===== src/rtl/prefetch_pkg.sv =====
// Shared types and sizing for the prefetch path (Fifo words, decoder bytes).
package prefetch_pkg;

  typedef logic [7:0]  byte_t;
  typedef logic [15:0] word_t;

  localparam int unsigned PF_BUF_BYTES = 4;

endpackage


===== src/rtl/fifo_byte_reader.sv =====
// Read-side consumer of the 16-bit prefetch Fifo: pops words and replays them
// little-endian through a 4-byte ring with a valid/ready byte stream.
module fifo_byte_reader
  import prefetch_pkg::*;
#(
  parameter int unsigned BUF_BYTES = PF_BUF_BYTES
) (
  input  logic                       clk,
  input  logic                       reset,
  input  logic                       flush,
  input  logic                       flush_odd,
  input  logic                       fifo_empty,
  output logic                       fifo_rd_en,
  input  word_t                      fifo_rd_data,
  output logic                       byte_valid,
  output byte_t                      byte_data,
  input  logic                       byte_ready,
  output logic [$clog2(BUF_BYTES):0] bytes_avail
);

  localparam int unsigned PTR_W = $clog2(BUF_BYTES);
  localparam int unsigned CNT_W = PTR_W + 1;

  byte_t              r_ring [BUF_BYTES];
  logic [PTR_W-1:0]   r_head;
  logic [PTR_W-1:0]   r_tail;
  logic [CNT_W-1:0]   r_count;
  logic               r_inflight;
  logic               r_drop_low;
  logic               r_byte_valid;
  byte_t              r_byte_data;

  logic               w_consume;
  logic [CNT_W-1:0]   w_count_left;
  logic [CNT_W-1:0]   w_n_app;
  byte_t              w_wr_b0;
  byte_t              w_wr_b1;
  logic [PTR_W-1:0]   w_tail_p1;
  logic [PTR_W-1:0]   w_head_nxt;
  logic [PTR_W-1:0]   w_tail_nxt;
  logic [CNT_W-1:0]   w_count_nxt;
  byte_t              w_head_byte_nxt;

  assign w_consume    = r_byte_valid & byte_ready;
  assign w_count_left = r_count - CNT_W'(w_consume);

  // Pop only with guaranteed room for a full word and no read outstanding.
  always_comb begin
    fifo_rd_en = 1'b0;
    if (!reset && !flush && !fifo_empty && !r_inflight &&
        (w_count_left <= CNT_W'(BUF_BYTES - 2)))
      fifo_rd_en = 1'b1;
  end

  // Append/advance arithmetic; the next head byte may be one being written now.
  always_comb begin
    w_n_app   = '0;
    w_wr_b0   = fifo_rd_data[7:0];
    w_wr_b1   = fifo_rd_data[15:8];
    w_tail_p1 = r_tail + PTR_W'(1);
    if (r_inflight) begin
      if (r_drop_low) begin
        w_n_app = CNT_W'(1);
        w_wr_b0 = fifo_rd_data[15:8];
      end else begin
        w_n_app = CNT_W'(2);
      end
    end
    w_head_nxt      = r_head + PTR_W'(w_consume);
    w_tail_nxt      = r_tail + PTR_W'(w_n_app);
    w_count_nxt     = w_count_left + w_n_app;
    w_head_byte_nxt = r_ring[w_head_nxt];
    if ((w_n_app != '0) && (w_head_nxt == r_tail))
      w_head_byte_nxt = w_wr_b0;
    else if ((w_n_app == CNT_W'(2)) && (w_head_nxt == w_tail_p1))
      w_head_byte_nxt = w_wr_b1;
  end

  // Reset and flush share the discard path; only flush can arm drop_low.
  always_ff @(posedge clk) begin
    if (reset || flush) begin
      r_head       <= '0;
      r_tail       <= '0;
      r_count      <= '0;
      r_inflight   <= 1'b0;
      r_byte_valid <= 1'b0;
      r_drop_low   <= flush_odd & ~reset;
      if (reset)
        r_byte_data <= 8'h00;
    end else begin
      if (w_n_app != '0)
        r_ring[r_tail] <= w_wr_b0;
      if (w_n_app == CNT_W'(2))
        r_ring[w_tail_p1] <= w_wr_b1;
      if (r_inflight)
        r_drop_low <= 1'b0;
      r_head       <= w_head_nxt;
      r_tail       <= w_tail_nxt;
      r_count      <= w_count_nxt;
      r_inflight   <= fifo_rd_en;
      r_byte_valid <= (w_count_nxt != '0);
      if (w_count_nxt != '0)
        r_byte_data <= w_head_byte_nxt;
    end
  end

  assign byte_valid  = r_byte_valid;
  assign byte_data   = r_byte_data;
  assign bytes_avail = r_count;

endmodule

===== config.mk =====
export PLATFORM = sky130hd
export DESIGN_NAME = fifo_byte_reader
export DESIGN_NICKNAME = d
export VERILOG_FILES = /design/src/rtl/prefetch_pkg.sv /design/src/rtl/fifo_byte_reader.sv
export SDC_FILE = /design/constraint.sdc
export NUM_CORES = 1
export LEC_CHECK = 0
export ABC_AREA = 1
export BUFFER_PORTS_ARGS = -buffer_cell sky130_fd_sc_hd__buf_2
export CORE_MARGIN = 1
export CORE_UTILIZATION = 45
export DETAILED_ROUTE_END_ITERATION = 10
export HOLD_SLACK_MARGIN = 0.05
export SLEW_MARGIN = 0
export SYNTH_ARGS = -nofsm -noshare
export SYNTH_HDL_FRONTEND = slang
export SYNTH_SLANG_ARGS = --single-unit

===== constraint.sdc =====
create_clock -name clk -period 3.1 [get_ports clk]
set_clock_uncertainty 0.15 [all_clocks]
set_input_delay 0.465 -clock clk [delete_from_list [all_inputs] [get_ports clk]]
set_output_delay 0.465 -clock clk [all_outputs]
set_load 0.02 [all_outputs]

---- Yosys cells after proc, flatten, opt, wreduce, memory -nomap -nowiden ----
Memories as Yosys holds them, arrays and structs flattened.
Index checks and enable logic that the tools add are counted.
operators by class
  add/subtract/negate cells ............... 5
  $lt $le $gt $ge ......................... 1
  eq/ne operators ......................... 4
  muxes and demuxes ....................... 18
  bitwise logic cells ..................... 3
  reduce and logical (&&, ||, !) cells .... 16
operators with widths
  operator                                                                number
  8-bit 2-to-1 mux                                                        7
  1-bit 2-to-1 mux                                                        9
  1-bit logical AND                                                       6
  3-bit nonzero test                                                      2
  2-bit == test                                                           2
  1-bit zero test                                                         4
  2-bit 2-to-1 mux                                                        2
  2-bit nonzero test                                                      2
  3-bit adder                                                             1
  3-bit by 2-bit == test with 1-bit output (second input constant)        1
  3-bit by 2-bit <= comparator with 1-bit output (second input constant)  1
  3-bit by 1-bit subtractor with 3-bit output                             1
  2-bit by 1-bit adder with 2-bit output                                  1
  2-bit by 1-bit adder with 2-bit output (second input constant)          1
  2-bit adder                                                             1
  1-bit AND                                                               2
  2-bit != test (second input constant)                                   1
  2-bit AND reduction                                                     1
  1-bit logical OR                                                        1
  1-bit inverter                                                          1
word-level totals
  flip-flop bits (word level) ............. 18
  memory bits (writable) .................. 32
  input bits .............................. 22
  output and inout port bits .............. 13
  word-level logic and storage cells ...... 55
  memories ................................ 1
memories
  memory  depth  width  rd ports  clocked after memory_dff  wr ports  line                    RTL
  r_ring  4      8      1         0                         2         fifo_byte_reader.sv:24  byte_t r_ring [BUF_BYTES];

---- Depth between registers and ports, before layout ----
Gate-level depths: netlist of the first run.
  depth after elaboration ................. 8
  mapped depth ............................ 14
  gate-level depth less buffers ........... 13

---- Worst setup path after synthesis of the first run ----
Ideal clock, no wire load.
  path type ............................... input -> register
  from .................................... input byte_ready
  to ...................................... register r_byte_data[0] (netlist: byte_data[0]), enable pin
  library setup time ...................... 0.297 ns
  data arrival time ....................... 1.945 ns
  required time ........................... 2.653 ns
  slack ................................... 0.707 ns
  stages on the path ...................... 10
  path buffers ............................ 0
  cell sequence ........................... nand2_1 inv_1 ha_1 ha_1 inv_1 fa_1 xnor2_1 nand3_1 nand2_1 nand2_1
between the ends
  cells in the longest elaborated chain, start to end .. 6
ends and longest elaborated chain
  element                                      line                     RTL
  start: declaration                           fifo_byte_reader.sv:17   input logic byte_ready,
  1-bit AND                                    fifo_byte_reader.sv:44   assign w_consume = r_byte_valid & byte_ready;
  3-bit by 1-bit subtractor with 3-bit output  fifo_byte_reader.sv:45   assign w_count_left = r_count - CNT_W'(w_consume);
  3-bit adder                                  fifo_byte_reader.sv:71   w_count_nxt = w_count_left + w_n_app;
  3-bit nonzero test                           fifo_byte_reader.sv:102  if (w_count_nxt != '0)
  2-bit nonzero test (no source line)          -
  2-bit AND reduction (no source line)         -
  end signal: assignment                       fifo_byte_reader.sv:103  r_byte_data <= w_head_byte_nxt;
  end: declaration                             fifo_byte_reader.sv:31   byte_t r_byte_data;
No other way between the ends.
A chain may end at the register's enable or synchronous reset.

---- Worst setup path after layout of the first run ----
  from .................................... register r_inflight
  to ...................................... register r_byte_data[7] (netlist: byte_data[7]), enable pin
between the ends
  cells in the longest elaborated chain, start to end .. 5
ends and longest elaborated chain
  element                               line                     RTL
  start: declaration                    fifo_byte_reader.sv:28   logic r_inflight;
  start signal: assignment              fifo_byte_reader.sv:100  r_inflight <= fifo_rd_en;
  2-bit 2-to-1 mux                      fifo_byte_reader.sv:61   if (r_inflight) begin
  3-bit adder                           fifo_byte_reader.sv:71
  net w_count_nxt[1]                    fifo_byte_reader.sv:41   logic [CNT_W-1:0] w_count_nxt;
  3-bit nonzero test                    fifo_byte_reader.sv:102
  2-bit nonzero test (no source line)   -
  2-bit AND reduction (no source line)  -
The timed path passes the listed nets, and every way through them passes these cells.

==> metrics, run 1 <==
status=complete, no violations; Max stage delay on crit path=740 ps; CTS clk-pin slew, worst paths=100 ps; routed wire length=7.60 mm; Hold Startpoint=fifo_empty; CP Data Arrival Time=2390 ps; unrepaired setup endpoints after global routing=no; Max clock buf depth=2; sequential area share after synthesis=42.9%; Die Y=87.5 um; Synth Net Count=438; # hold bufs at CTS=0; Critical R2R Launch=r_inflight$_SDFF_PP0_; Final Max Slew Viols=0; Vias=2701; Final period util=81.8%; DR DRC count=0; Final setup violation count=0; Post-Syn Area=3290 sq um; largest net degree at the start of global routing=19; Switching Power=405 uW; core region area=6940 sq um; clock sink count=50; commonest non-fill, non-tap cells in the layout=160 x nand2_1, 51 x inv_1, 41 x edfxtp_1; Setup TNS Final=0 ps; worst-margin pin slew=631 ps; Rows=30; Initial DRT Pass Iterations=5; layout net count=471; post-synthesis register bit count=50; GRT Util Overall=20.8%; CP cell instances=nand2_1 -> inv_1 -> ha_1 -> fa_1 -> inv_1 -> nand3_1 -> nand2_1 -> nand2_1; Min Hold Slack=175 ps; CP Capture Type=flop; antenna violations before repair=0; internal power=982 uW; PD cells=385 nW/um^2; DP Cell Count=524; clock network power share=30.4%; mean area per synthesized cell=8.18 sq um; shortest period the worst path allows=2540 ps; final instance area=3610 sq um; I/O pin cnt=35; Reg power frac=54.5%; Comb power frac=15.1%; Min-Delay Path Class=in -> reg; commonest non-fill, non-tap cell in the layout=nand2_1; H-tree levels=2; Lkg Pwr=0.00190 uW; area growth from synthesis to layout=9.67%; postcts setup bufs=0; post-synth top area share=37.4%; Critical Path Start=r_inflight$_SDFF_PP0_; Die Width=87.5 um; Mapped Cells=402; Antenna diodes=0; layout cell share with drive strength beyond 1=23.2%; post-synth top area cell=edfxtp_1; Fin. Hold Viols=0; detailed placer's ending HPWL=5.47 mm; Slew headroom=57.9%; post-CTS resize count=0; critical path class=reg -> reg; CP Launch Type=flop; Max Cap Viol=0; largest cells by area after synthesis=edfxtp_1 37%, nand2_1 18%, o21ai_2 7.5%, inv_1 5.8%, dfxtp_1 5.5%; Synth Warn #=0; Initial DRC Count=151; GRT overflow=0; Die ar.=7650 sq um; clk_lat worst skew=320 ps; global placement routability congestion=0.798; Max Clk Rate=394 MHz; fin cells=532; Cell variety after synth=25; vias in the first global route=2551; Critical-path top delay cell=dfxtp_1; WL/cell=14.3 um; CP Max Fanout=15; Cell Area, Placed=3510 sq um; Starting Density=47.4%; CTS tree=built; vias per inst=5.08; most used cell, CP=nand2_1; port bufs=34; TritonCTS buffer count=5; DRT antenna net count=0; maximum vdd drop=0.195 mV; first-pass GRT wire length=11.9 mm; fill cell count=695; CTS root buf=clkbuf_8; CP required=2960 ps; sw frac=29.2%
[area by class of cell]
class	count	area [sq um]	share of cell area (%)
multi-input cells	277	1540	42.6
flip-flops and latches	50	1410	39.1
inverters	63	244	6.77
repair buffers	38	200	5.55
well taps	96	120	3.33
clock buffers	5	68.8	1.91
clock inverters	3	26.3	0.729
[state kept, by name (all words and copies together) (netlist names)]
| signal | count |
|---|---|
| r_ring | 32 |
| bytes_avail | 3 |
| byte_data | 8 |
| byte_valid | 1 |
| r_head | 2 |
| r_tail | 2 |
| r_drop_low | 1 |
| r_inflight | 1 |
[final timing paths]
check | slack [ps] | cells past startpoint | to
setup / recovery | 560 | 8 | byte_data[7]$_SDFFCE_PP0P_
hold / removal | 170 | 2 | r_inflight$_SDFF_PP0_
setup reg to reg | 560 | 8 | byte_data[7]$_SDFFCE_PP0P_
hold reg to reg | 580 | 2 | r_tail[1]$_SDFF_PP0_
[kinds of logic (layout without fill, tap and decap cells)]
kind of cell             Yosys count  in the layout  share of synthesized area, %
AND/OR/NAND/NOR                  226            226                          31.7
buffers and inverters             75            109                          10.4
flip-flops                        50             50                          42.9
AO/OA/AOI/OAI                     35             35                          8.87
adder cells (fa/ha/maj)           14             14                          5.56
XOR/XNOR                           2              2                         0.533
[cells in the mapped netlist]
| library cell | n |
|---|---|
| inv_6 | 1 |
| nor2_4 | 1 |
| xnor2_1 | 2 |
| ha_1 | 13 |
| dfxtp_1 | 9 |
| nand2_4 | 6 |
| a21oi_4 | 1 |
| nand2_2 | 3 |
| nor4_1 | 2 |
| o21ai_1 | 5 |
| buf_6 | 6 |
| inv_4 | 1 |
| nand3_1 | 24 |
| a21oi_1 | 1 |
| edfxtp_1 | 41 |
| inv_1 | 51 |
| inv_2 | 10 |
| nand4_1 | 16 |
| nor2_1 | 10 |
| nand3_4 | 2 |
| buf_2 | 6 |
| nor2_8 | 2 |
| nand2_1 | 160 |
| fa_1 | 1 |
| o21ai_2 | 28 |
[power groups by stage]
stage                     Sequential, uW  Combinational [uW]  Clock [uW]
after floorplan                      779                 143           0
after global placement               770                 206           0
after detailed placement             770                 210           0
after CTS                            755                 211         429
after global routing                 757                 233         448
final                                755                 209         422
[per-layer routing]
layer	up-vias	GRT usage, %	wire (um)
li1	1359	-	-
met3	13	2.56	387
met5	-	0	0
met4	0	8.05	176
met1	1249	25.0	3230
met2	80	37.8	3800
[critical path: cells and delay by family, from the launching register on]
| family | cells | cell delay (ps) |
|---|---|---|
| buf+inv | 2 | 210 |
| flops | 1 | 740 |
| fa+ha+maj | 2 | 590 |
| simple gates | 4 | 540 |
[per-stage QoR]
| stage | util, % | setup WS (ps) | total power (uW) |
|---|---|---|---|
| floorplan | - | 707 | 922 |
| global placement | 50.6 | 468 | 977 |
| global route | 51.9 | 368 | 1440 |
| finish | 51.9 | 564 | 1390 |
| CTS | 51.9 | 574 | 1390 |
| detailed placement | 50.6 | 417 | 980 |
Note: power is estimated with default switching activity, not from simulation.
==> run 2: changes to the inputs <==
PLACE_DENSITY = 0.66   (was default)
clock period = 2.09 ns   (was 3.1 ns; I/O delays follow)
==> run 2 against run 1 <==
First-iteration DRC count fell by 28%. Worst setup slack got worse by 650 ps. Largest cell class unchanged. The run now ends with negative setup slack left. Design area rose by 7.8%. Total power rose by 51%. Sequential share of layout area fell by 2.7 points. Cell count rose by 3.8%.
==> metrics, run 2 (synthesis gave the netlist of run 1 again) <==
setup slack, reg-to-reg=-90 ps; TritonCTS buffer count=5; Final Total Pwr=2100 uW; R2R cell count=10; Max Cap Viol=0; most used cell, CP=inv_2; layout net count=491; commonest non-fill, non-tap cells in the layout=155 x nand2_1, 47 x inv_1, 41 x edfxtp_1; Min Hold Slack=166 ps; Max clock buf depth=2; GRT Max-Usage Layer=met2; final instance area=3890 sq um; Cell Area, Placed=3730 sq um; CP cell instances=nand2_2 -> inv_2 -> ha_4 -> ha_4 -> inv_2 -> fa_2 -> inv_2 -> nand3_2 -> nand2_2 -> nand2_4; Die Width=87.5 um; Initial DRT Pass Iterations=4; fill cell count=626; met3 Use GR=3.22%; clock sink count=50; WL/cell=13.8 um; GRT Util Overall=21.2%; area growth from synthesis to layout=18.3%; routed wire length=7.59 mm; shortest period the worst path allows=2180 ps; Max Clk Rate=459 MHz; Reg with most FFs=r_ring; Die Y=87.5 um; Hold Path Cell Cnt=3; critical path class=reg -> reg; Hold Startpoint=flush_odd; CTS tree=built; antenna violations before repair=0; DRT antenna net count=0; Antenna diodes=0; detailed placer's ending HPWL=5.83 mm; clk_lat worst skew=320 ps; H-tree levels=2; Final Max Slew Viols=0; status=complete, but fails checks; met1 Resource Use GR=25.1%; CTS clk-pin slew, worst paths=110 ps; failing checks=negative setup slack; Die ar.=7650 sq um; Crit Reg-Reg Endpoint=byte_data[0]$_SDFFCE_PP0P_; Fin. Hold Viols=0; CP Capture Type=flop; Worst Hold Path EP=r_drop_low$_SDFFCE_PN0P_; Lkg Pwr=0.00200 uW; Slew headroom=73.6%; GRT overflow=0; CP required=1980 ps; DR DRC count=0; core region area=6940 sq um; unrepaired setup endpoints after global routing=yes; Initial DRC Count=109; commonest non-fill, non-tap cell in the layout=nand2_1; largest net degree at the start of global routing=19; maximum vdd drop=0.276 mV; first-pass GRT wire length=12.3 mm; port bufs=34; Min-Delay Path Class=in -> reg; Max stage delay on crit path=520 ps; Rows=30; vias per inst=4.88; Vias=2692; worst setup margin=-86.9 ps; global placement routability congestion=0.823; vias in the first global route=2697; CP Max Fanout=8; worst-margin pin slew=395 ps; CTS root buf=clkbuf_8; met2 usage=40.1%; I/O pin cnt=35; Critical R2R Launch=byte_valid$_SDFF_PP0_; layout cell share with drive strength beyond 1=30.7%; Final period util=104%; max FFs per register=32; CP Data Arrival Time=2060 ps; Starting Density=47.4%; Critical-path top delay cell=fa_2; Final setup violation count=9; PD cells=540 nW/um^2; CP Launch Type=flop
## run 2: changes by cell type in the layout (fill, tap and decap cells not counted), sizes merged
cell	before	now
dlygate4sd3	0	1
buf	38	56
a21oi	2	3
## run 2: cell type report
type / count / area (sq um) / area share [%]
inverter: 63 / 244 / 6.27
multi-input combinational: 278 / 1640 / 42.1
tap: 96 / 120 / 3.09
sequential: 50 / 1420 / 36.5
clock inverter: 3 / 28.8 / 0.740
timing repair buffer: 57 / 370 / 9.52
clock buffer: 5 / 68.8 / 1.77
## run 2: timing repair
| action | in CTS | in global routing |
|---|---|---|
| hold endpoints to repair | 1 | 0 |
| gates cloned | 0 | 1 |
| setup buffers | 1 | 0 |
| hold buffers | 1 | 0 |
| resized for setup | 5 | 2 |
| setup endpoints to repair | 17 | 17 |
| pin swaps | 6 | 2 |
## run 2: worst max-delay path: cells and delay by family (launching register included)
kind | cells | cell delay, ps
buffers and inverters | 3 | 130
adder cells (fa/ha/maj) | 3 | 960
AND/OR/NAND/NOR | 4 | 310
flip-flops | 1 | 360
## run 2: metrics by stage
step / TNS (ps) / std cells / utilization, % / setup WS (ps)
2_1_floorplan: -184 / 402 / - / -23.0
3_3_place_gp: -1440 / 541 / 53.7 / -146
3_5_place_dp: -2210 / 541 / 53.7 / -182
4_1_cts: -834 / 551 / 55.7 / -99.8
5_1_grt: -1870 / 552 / 56.0 / -155
6_report: -752 / 552 / 56.0 / -86.9
## run 2: routing by layer
layer	share of wire, %	vias to the layer above
met5	0	-
met4	1.0	0
met3	3.7	8
met2	51	48
met1	44	1240
li1	-	1396
## run 2: how the worst max path moves through the flow
stage                          startpoint                          to  slack [ps]  cells after the start
CTS                 byte_valid$_SDFF_PP0_                  fifo_rd_en        -100                      7
global placement               byte_ready  byte_data[4]$_SDFFCE_PP0P_        -150                     11
finish              byte_valid$_SDFF_PP0_  byte_data[0]$_SDFFCE_PP0P_         -90                     10
detailed placement             byte_ready  byte_data[4]$_SDFFCE_PP0P_        -180                     11
floorplan           byte_valid$_SDFF_PP0_  byte_data[0]$_SDFFCE_PP0P_         -20                     10
global route        byte_valid$_SDFF_PP0_  byte_data[0]$_SDFFCE_PP0P_        -150                     10
## run 2: report_power, final
part,total [uW],internal (uW),switching (uW),leakage (uW)
logic,359,130,229,0.00150
clock network,631,251,379,0.0000506
registers,1110,1100,7.68,0.000456
total,2100,1480,616,0.00200
==> run 3: changes to the inputs <==
--- a/config.mk
+++ b/config.mk
@@ -10,7 +10,9 @@
 export CORE_MARGIN = 1
 export CORE_UTILIZATION = 45
+export CTS_BUF_LIST = sky130_fd_sc_hd__clkbuf_8
 export DETAILED_ROUTE_END_ITERATION = 10
 export HOLD_SLACK_MARGIN = 0.05
 export PLACE_DENSITY = 0.66
+export SKIP_CTS_REPAIR_TIMING = 1
 export SLEW_MARGIN = 0
 export SYNTH_ARGS = -nofsm -noshare
==> constraint.sdc (replaced) <==
create_clock -name clk -period 2.09 [get_ports clk]
set_clock_uncertainty 0.15 [all_clocks]
set_input_delay 0.418 -clock clk [delete_from_list [all_inputs] [get_ports clk]]
set_output_delay 0.418 -clock clk [all_outputs]
set_load 0.02 [all_outputs]
==> run 3 against run 2 <==
The flow still finishes with violations (negative setup slack). Non-clock buffer count up 6. Die area unchanged. First-iteration DRC count up 110%. Count of clock-buffer cells in the layout unchanged. Total power down 1.4%. Cell count up 0.91%. Combinational power up 1%. Hold slack better by 1.1 ps. Utilization up 0.65 points. Critical path depth down 1. Sequential share of layout area down 0.48 points. Critical endpoint is now fifo_rd_en. Largest cell class unchanged.
==> metrics, run 3 (synthesis gave the netlist of run 1 again) <==
TritonCTS buffer count=5; vias in the first global route=2646; DRT antenna net count=0; CP Capture Type=output port; shortest period the worst path allows=2250 ps; area growth from synthesis to layout=19.6%; Setup crit end=fifo_rd_en; Starting Density=47.4%; Setup TNS Final=-942 ps; DR DRC count=0; Initial DRC Count=224; sequential cell area=1420 sq um; clock sink count=50; Max clock buf depth=2; vias per inst=4.94; worst-margin pin slew=406 ps; Max Clk Rate=445 MHz; CP cell instances=nand2_8 -> inv_4 -> ha_4 -> ha_4 -> nor2_2 -> nor2_2 -> buf_4 -> nor4_4 -> buf_4; critical path buffer and inverter count=3; Max Cap Viol=0; I/O pin cnt=35; layout cell share with drive strength beyond 1=31.2%; CTS clk-pin slew, worst paths=90 ps; Top delay family on crit path=flip-flops; core region area=6940 sq um; Rows=30; CP Max Fanout=2; setup slack, reg-to-reg=-100 ps; largest net degree at the start of global routing=18; Max stage delay on crit path=370 ps; routed wire length=7.45 mm; CTS root buf=clkbuf_8; met1 Resource Use GR=27.7%; Final period util=107%; Min-Delay Path Class=in -> reg; GRT Util Overall=21.1%; Fin. Hold Viols=0; PD cells=526 nW/um^2; Crit Reg-Reg Endpoint=byte_data[6]$_SDFFCE_PP0P_; max FFs per register=32; critical path class=reg -> out; maximum vdd drop=0.380 mV; Final Max Slew Viols=0; commonest non-fill, non-tap cells in the layout=156 x nand2_1, 47 x inv_1, 41 x edfxtp_1; H-tree levels=2; Vias=2751; fill cell count=637; Reg with most FFs=r_ring; Multi-input gate area=1630 sq um; R2R cell count=10; Initial DRT Pass Iterations=5; Slew headroom=72.8%; WL/cell=13.4 um; GRT Max-Usage Layer=met2; Lkg Pwr=0.00203 uW; Critical Path Start=byte_valid$_SDFF_PP0_; commonest non-fill, non-tap cell in the layout=nand2_1; GRT overflow=0; Final Total Pwr=2070 uW; Die Width=87.5 um; Antenna diodes=0; global placement routability congestion=0.832; detailed placer's ending HPWL=5.85 mm; worst setup margin=-156 ps; antenna violations before repair=0; clk_lat worst skew=310 ps; port bufs=34; Final setup violation count=9; status=complete, but fails checks; met2 usage=35.5%; Critical R2R Launch=byte_valid$_SDFF_PP0_; critical path depth=9; unrepaired setup endpoints after global routing=yes; layout net count=496; CP Data Arrival Time=1680 ps; met3 Use GR=2.94%; Critical-path top delay cell=dfxtp_4; failing checks=negative setup slack; first-pass GRT wire length=12.3 mm; CP required=1520 ps; CP Launch Type=flop; CTS tree=built; Die Y=87.5 um; Die ar.=7650 sq um
[run 3: cell types whose count changed in the layout (fill, tap and decap cells not counted), sizes merged]
cell and change:
clkinvlp +1, a21oi -1, dlygate4sd3 -1, inv -1
buf +7
[run 3: power by group]
part / total (uW) / internal (uW) / switching (uW) / leakage [uW]
Combinational: 363 / 133 / 230 / 0.00153
Sequential: 1110 / 1100 / 8.50 / 0.000456
Clock: 595 / 242 / 352 / 0.0000447
Total: 2070 / 1480 / 591 / 0.00203
[run 3: layout make-up]
| class | instances | area share, % |
|---|---|---|
| multi-input combinational | 277 | 41.4 |
| sequential | 50 | 36.0 |
| tap | 96 | 3.05 |
| inverter | 63 | 6.27 |
| clock buffer | 5 | 1.75 |
| clock inverter | 3 | 0.636 |
| timing repair buffer | 63 | 10.9 |
[run 3: worst min-delay path by stage]
stage | startpoint | end | cells after the start
4_1_cts | fifo_empty | r_inflight$_SDFF_PP0_ | 2
3_3_place_gp | fifo_empty | r_inflight$_SDFF_PP0_ | 2
2_1_floorplan | fifo_empty | r_inflight$_SDFF_PP0_ | 1
5_1_grt | fifo_empty | r_inflight$_SDFF_PP0_ | 2
6_report | fifo_empty | r_inflight$_SDFF_PP0_ | 2
3_5_place_dp | fifo_empty | r_inflight$_SDFF_PP0_ | 2
[run 3: routing by layer]
metal  vias to the layer above  share of wire (%)
li1                       1403                  -
met5                         -                  0
met3                        13                4.4
met1                      1257                 43
met4                         0                2.0
met2                        78                 50
[run 3: through the flow]
| step | instance area, sq um | instances | setup WS, ps | hold slack, ps | util [%] |
|---|---|---|---|---|---|
| final | 3930 | 557 | -156 | 167 | 56.6 |
| after global routing | 3930 | 557 | -233 | 169 | 56.6 |
| after detailed placement | 3800 | 548 | -288 | 480 | 54.7 |
| after CTS | 3890 | 556 | -184 | 143 | 56.1 |
| after global placement | 3800 | 548 | -258 | 470 | 54.7 |
| after floorplan | 3370 | 402 | -64.0 | 347 | - |
